<file path="src/rtl/pipeline_ctrl_if.sv">
`default_nettype none
// ============================================================================
// Module   : pipeline_ctrl_if
// Brief    : Hazard-control bundle between the 5-stage datapath and pipeline_ctrl.
// Revision : 1.0 - initial release
// ============================================================================
interface pipeline_ctrl_if;
    logic [4:0]  Rs1D, Rs2D, Rs1E, Rs2E, RdE, RdM, RdW;
    logic        ResultSrcE0, RegWriteE, PCSrcE;
    logic        RegWriteM, RegWriteW;
    logic        dmem_req, dmem_ready;
    logic        StallF, StallD, StallE, StallM;
    logic        FlushD, FlushE, FlushW;
    logic [1:0]  ForwardAE, ForwardBE;
    logic [31:0] stall_cnt, flush_cnt;
    logic        err;

    modport master (
        output Rs1D, Rs2D, Rs1E, Rs2E, RdE, RdM, RdW,
        output ResultSrcE0, RegWriteE, PCSrcE, RegWriteM, RegWriteW,
        output dmem_req, dmem_ready,
        input  StallF, StallD, StallE, StallM, FlushD, FlushE, FlushW,
        input  ForwardAE, ForwardBE, stall_cnt, flush_cnt, err
    );

    modport slave (
        input  Rs1D, Rs2D, Rs1E, Rs2E, RdE, RdM, RdW,
        input  ResultSrcE0, RegWriteE, PCSrcE, RegWriteM, RegWriteW,
        input  dmem_req, dmem_ready,
        output StallF, StallD, StallE, StallM, FlushD, FlushE, FlushW,
        output ForwardAE, ForwardBE, stall_cnt, flush_cnt, err
    );
endinterface
`default_nettype wire

</file>
<file path="src/rtl/pipeline_ctrl.sv">
`default_nettype none
// ============================================================================
// Module   : pipeline_ctrl
// Brief    : Stall/flush/forwarding controller for a 5-stage RISC-V pipeline.
// Revision : 1.0 - initial release
// ============================================================================
module pipeline_ctrl #(
    parameter int LOAD_LAT    = 1,
    parameter int MEM_TIMEOUT = 255
) (
    input  logic           clk,
    input  logic           rst,
    pipeline_ctrl_if.slave bus
);
    typedef enum logic [1:0] {
        RUN      = 2'd0,
        LD_STALL = 2'd1,
        MEM_WAIT = 2'd2
    } state_t;

    localparam logic [3:0]  c_ld_init  = 4'(LOAD_LAT - 1);
    localparam logic [15:0] c_timeout  = 16'(MEM_TIMEOUT);
    localparam bit          c_multi_ld = (LOAD_LAT > 1);

    state_t      r_state;
    state_t      r_ret_state;
    state_t      w_eff_state;
    logic [3:0]  r_ld_cnt;
    logic [15:0] r_wait_cnt;
    logic [31:0] r_stall_cnt;
    logic [31:0] r_flush_cnt;
    logic        r_err;

    logic        w_lu_hazard;
    logic        w_mem_wait;
    logic        w_stall_fd;
    logic        w_stall_em;
    logic        w_flush_d;
    logic        w_flush_e;
    logic        w_flush_w;

    function automatic logic [1:0] fwd_sel(
        input logic [4:0] rs,
        input logic       wr_m,
        input logic [4:0] rd_m,
        input logic       wr_w,
        input logic [4:0] rd_w
    );
        if (wr_m && rd_m != 5'd0 && rd_m == rs)
            return 2'b10;
        else if (wr_w && rd_w != 5'd0 && rd_w == rs)
            return 2'b01;
        else
            return 2'b00;
    endfunction

    assign w_lu_hazard = bus.ResultSrcE0 && bus.RegWriteE && (bus.RdE != 5'd0) &&
                         ((bus.RdE == bus.Rs1D) || (bus.RdE == bus.Rs2D));
    assign w_mem_wait  = bus.dmem_req && !bus.dmem_ready;

    // While waiting on memory, the cycle that releases the wait follows the interrupted state's rules.
    assign w_eff_state = (r_state == MEM_WAIT) ? r_ret_state : r_state;

    always_comb begin
        w_stall_fd = 1'b0;
        w_stall_em = 1'b0;
        w_flush_d  = 1'b0;
        w_flush_e  = 1'b0;
        w_flush_w  = 1'b0;
        if (w_mem_wait) begin
            w_stall_fd = 1'b1;
            w_stall_em = 1'b1;
            w_flush_w  = 1'b1;
        end else if (bus.PCSrcE) begin
            w_flush_d  = 1'b1;
            w_flush_e  = 1'b1;
        end else if (w_eff_state == LD_STALL || w_lu_hazard) begin
            w_stall_fd = 1'b1;
            w_flush_e  = 1'b1;
        end
    end

    always_ff @(posedge clk or posedge rst) begin
        if (rst) begin
            r_state     <= RUN;
            r_ret_state <= RUN;
            r_ld_cnt    <= '0;
            r_wait_cnt  <= '0;
            r_stall_cnt <= '0;
            r_flush_cnt <= '0;
            r_err       <= 1'b0;
        end else begin
            if (w_stall_fd)
                r_stall_cnt <= r_stall_cnt + 32'd1;

            if (w_mem_wait) begin
                r_state <= MEM_WAIT;
                if (r_state != MEM_WAIT)
                    r_ret_state <= r_state;
                // Counter saturates at the timeout so it can never wrap back below it.
                if (r_wait_cnt != c_timeout) begin
                    r_wait_cnt <= r_wait_cnt + 16'd1;
                    if (r_wait_cnt + 16'd1 == c_timeout)
                        r_err <= 1'b1;
                end
            end else begin
                r_wait_cnt <= '0;
                if (bus.PCSrcE) begin
                    r_state     <= RUN;
                    r_ld_cnt    <= '0;
                    r_flush_cnt <= r_flush_cnt + 32'd1;
                end else if (w_eff_state == LD_STALL) begin
                    if (r_ld_cnt <= 4'd1) begin
                        r_state  <= RUN;
                        r_ld_cnt <= '0;
                    end else begin
                        r_state  <= LD_STALL;
                        r_ld_cnt <= r_ld_cnt - 4'd1;
                    end
                end else if (w_lu_hazard && c_multi_ld) begin
                    r_state  <= LD_STALL;
                    r_ld_cnt <= c_ld_init;
                end else begin
                    r_state  <= RUN;
                end
            end
        end
    end

    assign bus.StallF    = w_stall_fd & ~rst;
    assign bus.StallD    = w_stall_fd & ~rst;
    assign bus.StallE    = w_stall_em & ~rst;
    assign bus.StallM    = w_stall_em & ~rst;
    assign bus.FlushD    = w_flush_d  & ~rst;
    assign bus.FlushE    = w_flush_e  & ~rst;
    assign bus.FlushW    = w_flush_w  & ~rst;
    assign bus.ForwardAE = rst ? 2'b00 :
                           fwd_sel(bus.Rs1E, bus.RegWriteM, bus.RdM, bus.RegWriteW, bus.RdW);
    assign bus.ForwardBE = rst ? 2'b00 :
                           fwd_sel(bus.Rs2E, bus.RegWriteM, bus.RdM, bus.RegWriteW, bus.RdW);
    assign bus.stall_cnt = r_stall_cnt;
    assign bus.flush_cnt = r_flush_cnt;
    assign bus.err       = r_err;

endmodule
`default_nettype wire

</file>
<file path="src/flat_wrapper.sv">
// flat-port wrapper written by rule: the top's interface ports become plain ports
module pipeline_ctrl_flat 
#(
    parameter int LOAD_LAT    = 1,
    parameter int MEM_TIMEOUT = 255
)
  (clk, rst, bus_Rs1D, bus_Rs2D, bus_Rs1E, bus_Rs2E, bus_RdE, bus_RdM, bus_RdW, bus_ResultSrcE0, bus_RegWriteE, bus_PCSrcE, bus_RegWriteM, bus_RegWriteW, bus_dmem_req, bus_dmem_ready, bus_StallF, bus_StallD, bus_StallE, bus_StallM, bus_FlushD, bus_FlushE, bus_FlushW, bus_ForwardAE, bus_ForwardBE, bus_stall_cnt, bus_flush_cnt, bus_err);
  pipeline_ctrl_if bus_i ();
  input  logic clk;
  input  logic rst;
  input wire logic [$bits(bus_i.Rs1D)-1:0] bus_Rs1D;
  input wire logic [$bits(bus_i.Rs2D)-1:0] bus_Rs2D;
  input wire logic [$bits(bus_i.Rs1E)-1:0] bus_Rs1E;
  input wire logic [$bits(bus_i.Rs2E)-1:0] bus_Rs2E;
  input wire logic [$bits(bus_i.RdE)-1:0] bus_RdE;
  input wire logic [$bits(bus_i.RdM)-1:0] bus_RdM;
  input wire logic [$bits(bus_i.RdW)-1:0] bus_RdW;
  input wire logic [$bits(bus_i.ResultSrcE0)-1:0] bus_ResultSrcE0;
  input wire logic [$bits(bus_i.RegWriteE)-1:0] bus_RegWriteE;
  input wire logic [$bits(bus_i.PCSrcE)-1:0] bus_PCSrcE;
  input wire logic [$bits(bus_i.RegWriteM)-1:0] bus_RegWriteM;
  input wire logic [$bits(bus_i.RegWriteW)-1:0] bus_RegWriteW;
  input wire logic [$bits(bus_i.dmem_req)-1:0] bus_dmem_req;
  input wire logic [$bits(bus_i.dmem_ready)-1:0] bus_dmem_ready;
  output wire logic [$bits(bus_i.StallF)-1:0] bus_StallF;
  output wire logic [$bits(bus_i.StallD)-1:0] bus_StallD;
  output wire logic [$bits(bus_i.StallE)-1:0] bus_StallE;
  output wire logic [$bits(bus_i.StallM)-1:0] bus_StallM;
  output wire logic [$bits(bus_i.FlushD)-1:0] bus_FlushD;
  output wire logic [$bits(bus_i.FlushE)-1:0] bus_FlushE;
  output wire logic [$bits(bus_i.FlushW)-1:0] bus_FlushW;
  output wire logic [$bits(bus_i.ForwardAE)-1:0] bus_ForwardAE;
  output wire logic [$bits(bus_i.ForwardBE)-1:0] bus_ForwardBE;
  output wire logic [$bits(bus_i.stall_cnt)-1:0] bus_stall_cnt;
  output wire logic [$bits(bus_i.flush_cnt)-1:0] bus_flush_cnt;
  output wire logic [$bits(bus_i.err)-1:0] bus_err;
  assign bus_i.Rs1D = bus_Rs1D;
  assign bus_i.Rs2D = bus_Rs2D;
  assign bus_i.Rs1E = bus_Rs1E;
  assign bus_i.Rs2E = bus_Rs2E;
  assign bus_i.RdE = bus_RdE;
  assign bus_i.RdM = bus_RdM;
  assign bus_i.RdW = bus_RdW;
  assign bus_i.ResultSrcE0 = bus_ResultSrcE0;
  assign bus_i.RegWriteE = bus_RegWriteE;
  assign bus_i.PCSrcE = bus_PCSrcE;
  assign bus_i.RegWriteM = bus_RegWriteM;
  assign bus_i.RegWriteW = bus_RegWriteW;
  assign bus_i.dmem_req = bus_dmem_req;
  assign bus_i.dmem_ready = bus_dmem_ready;
  assign bus_StallF = bus_i.StallF;
  assign bus_StallD = bus_i.StallD;
  assign bus_StallE = bus_i.StallE;
  assign bus_StallM = bus_i.StallM;
  assign bus_FlushD = bus_i.FlushD;
  assign bus_FlushE = bus_i.FlushE;
  assign bus_FlushW = bus_i.FlushW;
  assign bus_ForwardAE = bus_i.ForwardAE;
  assign bus_ForwardBE = bus_i.ForwardBE;
  assign bus_stall_cnt = bus_i.stall_cnt;
  assign bus_flush_cnt = bus_i.flush_cnt;
  assign bus_err = bus_i.err;
  pipeline_ctrl #(.LOAD_LAT(LOAD_LAT), .MEM_TIMEOUT(MEM_TIMEOUT)) u_core (.clk(clk), .rst(rst), .bus(bus_i));
endmodule
</file>
<file path="config.mk">
export PLATFORM = sky130hd
export DESIGN_NAME = pipeline_ctrl_flat
export DESIGN_NICKNAME = d
export VERILOG_FILES = /design/src/rtl/pipeline_ctrl_if.sv /design/src/rtl/pipeline_ctrl.sv /design/src/flat_wrapper.sv
export SDC_FILE = /design/constraint.sdc
export NUM_CORES = 1
export LEC_CHECK = 0
export BUFFER_PORTS_ARGS = -buffer_cell sky130_fd_sc_hd__clkbuf_2
export CAP_MARGIN = 40
export CORE_MARGIN = 1.5
export CORE_UTILIZATION = 30
export CTS_BUF_LIST = sky130_fd_sc_hd__clkbuf_16
export DETAILED_ROUTE_END_ITERATION = 6
export GPL_TIMING_DRIVEN = 0
export HOLD_SLACK_MARGIN = 0.05
export SYNTH_ARGS = -nofsm -noshare
export SYNTH_HDL_FRONTEND = slang
export SYNTH_SLANG_ARGS = --single-unit
</file>
<file path="constraint.sdc">
create_clock -name clk -period 4.06 [get_ports clk]
set_input_delay 0.406 -clock clk [delete_from_list [all_inputs] [get_ports clk]]
set_output_delay 0.406 -clock clk [all_outputs]
set_load 0.01 [all_outputs]
</file>
---- Word level (Yosys, flattened, before mapping) ----
Index checks and enable logic that the tools add are counted.
storage, ports and cells
  register bits after elaboration ......... 89
  input bits .............................. 44
  output and inout port bits .............. 76
  word-level logic and storage cells ...... 75
operators by class
  $add $sub $neg .......................... 4
  magnitude comparators ................... 1
  eq/ne operators ......................... 12
  muxes and demuxes ....................... 24
  bitwise operators ....................... 6
  reductions and logical operators ........ 21
operator list
  cell                   count
  $add 32x1->32 const B  2
  $mux 16                2
  $eq 5x5->1             6
  $add 16x1->16 const B  1
  $eq 16x8->1 const B    1
  $ne 16x8->1 const B    1
  $reduce_bool 5->1      3
  $mux 2                 7
  $mux 1                 12
  $mux 4                 3
  $logic_and 1x1->1      10
  $reduce_and 2->1       3
  $and 1x1->1            4
  $le 4x1->1 const B     1
  $ne 2x2->1 const B     2
  $sub 4x1->4 const B    1
  $reduce_and 3->1       1
  $eq 2x1->1 const B     1
  $eq 2x2->1 const B     1
  $logic_or 1x1->1       2
  $not 1->1              2
  $reduce_bool 2->1      1
  $logic_not 1->1        1

---- Logic depth before layout (Yosys ltp) ----
  depth in word-level cells ............... 8
  mapped depth ............................ 7
  gate-level depth less buffers ........... 7

---- Worst setup path after synthesis ----
No wires, ideal clock.
  path type ............................... in2out
  from .................................... input port rst
  to ...................................... output port bus_ForwardBE[0]
  arrival time ............................ 3485 ps
  required time ........................... 3654 ps
  setup slack ............................. 169 ps
  stages on the path ...................... 4
  path buffers ............................ 0
  path through ............................ inv_1 -> o211ai_1 -> or4_1 -> nor4_1
on the way
  word-level cells in the longest chain between the ends .. 1
RTL lines
  what             RTL line              text
  start, declared  flat_wrapper.sv:10    input logic rst;
  $mux 2           pipeline_ctrl.sv:139  assign bus.ForwardBE = rst ? 2'b00 :
  end, declared    flat_wrapper.sv:33    output wire logic [$bits(bus_i.ForwardBE)-1:0] bus_ForwardBE;
No other way between the ends.

---- Worst setup path in the final report ----
  from .................................... input port bus_RdE[0]
  to ...................................... output port bus_StallF
on the way
  word-level cells in the longest chain between the ends .. 8
RTL lines
  what                                                          RTL line                                  text
  start, declared                                               flat_wrapper.sv:15                        input wire logic [$bits(bus_i.RdE)-1:0] bus_RdE;
  $eq 5x5->1 / $reduce_bool 5->1 (equally long branches)        pipeline_ctrl.sv:58, pipeline_ctrl.sv:57
  $logic_or 1x1->1 / $logic_and 1x1->1 (equally long branches)  pipeline_ctrl.sv:58, pipeline_ctrl.sv:57
  $logic_and 1x1->1 *                                           pipeline_ctrl.sv:57                       assign w_lu_hazard = bus.ResultSrcE0 && bus.RegWriteE && (bus.RdE != 5'd0) &&
  $logic_or 1x1->1 *                                            pipeline_ctrl.sv:77                       end else if (w_eff_state == LD_STALL || w_lu_hazard) begin
  $mux 1 *                                                      pipeline_ctrl.sv:77
  $mux 1 *                                                      pipeline_ctrl.sv:74                       end else if (bus.PCSrcE) begin
  $mux 1 *                                                      pipeline_ctrl.sv:70                       if (w_mem_wait) begin
  $and 1x1->1 *                                                 pipeline_ctrl.sv:130                      assign bus.StallF = w_stall_fd & ~rst;
  end, declared                                                 flat_wrapper.sv:25                        output wire logic [$bits(bus_i.StallF)-1:0] bus_StallF;
Mark *: on every way between the ends. The rest lies on a longest branch, timed or not.

==> impl_metrics.yaml <==
outcome:
  status: "finished, final reports clean"
cts:
  clock_sinks: 89
  htreeDepth: 3
  clock_latency_ns: 0.33
  cts_hold_buf: 0
  cts_tree: "yes"
  clkSlewWorstSetupHoldPaths_ns: 0.06
  postCtsSetupBuffers: 0
  cts_made_buffers: 9
  cts_resized: 0
  clockBufferDepth: 2
  cts_root_buf: "clkbuf_16"
logic_synthesis:
  syn_area_per_cell_um2: 10.1
  synth_cell_type_count: 46
  synth_edf_count: 0
  synth_flop_cell: "dfrtp_1"
  yosysSeqAreaShare_pct: 47.4
  syn-num-nets: 516
  async_reset_ff_share_pct: 100
  synth_cells: 466
  synth_area_um2: 4690
  ys_ff_latch: 89
  ys_warn_count: 0
power_and_ir_drop:
  power_per_cell_area_nw_per_um2: 421
  ir_drop_uv: 225
  internal_power_mw: 1.75
  sw_frac_of_total_pct: 29.4
  power.switching_mw: 0.729
  p_leak_nw: 2.70
  pwr-share-clk_pct: 34.7
  power_mw: 2.48
  combPwrFrac_pct: 19.7
  p_seq_share_pct: 45.5
finish:
  syn2layout_area_growth_pct: 25.6
  drive_gt1_share_pct: 24.6
  final_common_cell: "clkbuf_2"
  layout_common_cells: "119 x clkbuf_2, 89 x dfrtp_1, 57 x xnor2_1"
  nNetsFinal: 647
  antenna_cells_inserted: 0
critical_path:
  cp.arrival_ns: 2.30
  crit_type: "in -> out"
  end_kind: "output pin"
  worst_path_max_delay_cell: "or4_4"
  required_ns: 3.65
  slowest_delay_ns: 0.54
  cp_cell_sequence: "clkbuf_2 > or4_4 > o211a_1 > a31oi_2 > buf_4 > nor2_1 > buf_4 > clkbuf_2"
  worstRegToRegCells: 6
  startpoint_type: "input port"
  cp_max_fo: 10
sta:
  clock_skew_ns: 0.00850
  period_share_pct: 66.6
  post-route-min-period_ns: 2.70
  clock.fmax_mhz: 370
  maxSlewHeadroom_pct: 61.5
  maxSlewViolCount: 0
  rsz0062_at_grt: "false"
  tightest_slew_ns: 0.572
  setup_viol_count_final: 0
  finalHoldViolCount: 0
  tns_ns: 0
grt:
  grt_pass1_wl_mm: 17.9
  grt_max_degree: 58
  track_usage_pct: 13.4
  grt.overflow.total: 0
  antenna_found_initial: 0
  grtUsageMet2_pct: 22.5
  grt_pass1_vias: 3864
  gr-usage-met3_pct: 2.55
  met1_usage_pct: 17.0
  busiest_layer: "met2"
routing:
  routed_wl_mm: 10.6
  drtIter0Drc: 163
  num_vias: 3850
  drc: 0
  first_pass_iters: 4
  drtAntennaViolNets: 0
  routedWlPerCell_um: 13.0
  vias_per_cell: 4.74
hold_path:
  hold_path_class: "in -> async"
die:
  initial_core_util_pct: 30.8
  rows: 45
  die_x_um: 128
  core_um2: 15300
  die_h_um: 128
  die-area_um2: 16400
  io_pins: 120
place:
  port_buffers: 119
  globalplace.congestion: 0.835
  hpwl_mm: 8.04
flow_run:
  cap_violations: 0
through the flow:
stage	utilization, %	hold slack, ns	cell area (um^2)	setup slack (ns)	cells
2_1_floorplan	-	0.451	4690	0.169	466
3_3_place_gp	36.4	0.459	5550	-0.906	796
3_5_place_dp	36.6	0.469	5580	1.32	797
4_1_cts	38.6	0.235	5900	1.33	813
5_1_grt	38.6	0.254	5900	1.24	813
6_report	38.6	0.211	5900	1.36	813
final cells by class:
type | count | area (um^2)
tap | 211 | 264
clock buffer | 9 | 225
fill | 1517 | 9360
clock inverter | 7 | 86.3
multi-input combinational | 355 | 2370
inverter | 10 | 40.0
sequential | 89 | 2230
timing repair buffer | 120 | 623
buffer | 12 | 63.8
worst paths after layout:
| path | slack, ns | to | from |
|---|---|---|---|
| max reg2reg | 1.81 | u_core.r_wait_cnt[11] | u_core.r_wait_cnt[2] |
| max | 1.36 | bus_StallF | bus_RdE[0] |
| min in group clk | 0.44 | u_core.r_state[1] | bus_dmem_req |
| min | 0.21 | u_core.bus.stall_cnt[8] | rst |
| max in group asynchronous | 3.22 | u_core.bus.flush_cnt[29] | rst |
| min reg2reg | 0.47 | u_core.bus.flush_cnt[31] | u_core.bus.flush_cnt[31] |
registers in the layout (all words and copies together) (netlist names):
signal / count
u_core.bus.flush_cnt: 32
u_core.bus.stall_cnt: 32
u_core.r_wait_cnt: 16
u_core.r_ld_cnt: 4
u_core.r_ret_state: 2
u_core.r_state: 2
u_core.bus.err: 1
cells by family (layout without fill, tap and decap cells):
kind of cell	after synthesis	in the layout	share of synthesized area (%)
compound gates	37	37	5.62
xor+xnor	106	106	19.8
fa+ha+maj	6	6	1.60
buf+inv	22	158	2.16
flops	89	89	47.4
mux	4	4	0.933
simple gates	202	202	22.5
cells in the mapped netlist, drive strengths merged (3+ instances only):
cell type | n | area [um^2]
a21oi | 9 | 45.0
nor3b | 7 | 52.6
inv | 9 | 33.8
ha | 6 | 75.1
and4 | 6 | 52.6
and3 | 13 | 81.3
xor2 | 49 | 429
or4 | 4 | 33.8
a31oi | 3 | 25.0
dfrtp | 89 | 2230
nand4 | 14 | 87.6
clkbuf | 7 | 26.3
nand2 | 44 | 165
mux2 | 3 | 33.8
o21ai | 12 | 60.1
nor4 | 11 | 75.1
buf | 5 | 37.5
nor3 | 19 | 100
nor2b | 3 | 18.8
nand2b | 4 | 25.0
nand3 | 29 | 145
xnor2 | 57 | 499
nor2 | 39 | 146
power groups by stage:
stage | sequential, mW | clock (mW) | combinational (mW)
after floorplan | 1.15 | 0 | 0.272
after global placement | 1.13 | 0 | 0.482
after detailed placement | 1.14 | 0 | 0.494
after CTS | 1.13 | 0.889 | 0.496
after global routing | 1.15 | 0.921 | 0.549
final | 1.13 | 0.862 | 0.489
worst max-delay path: cells and delay by family:
kind                   cells  cell delay, ns
buffers and inverters      4            0.63
AO/OA/AOI/OAI              2            0.62
AND/OR/NAND/NOR            2            0.62
per-layer routing:
metal / routed length (um) / part of all wire (%)
met1: 4740 / 45
met2: 5140 / 49
met5: 0 / 0
met3: 452 / 4.3
met4: 225 / 2.1
(Power assumes the default switching activity.)
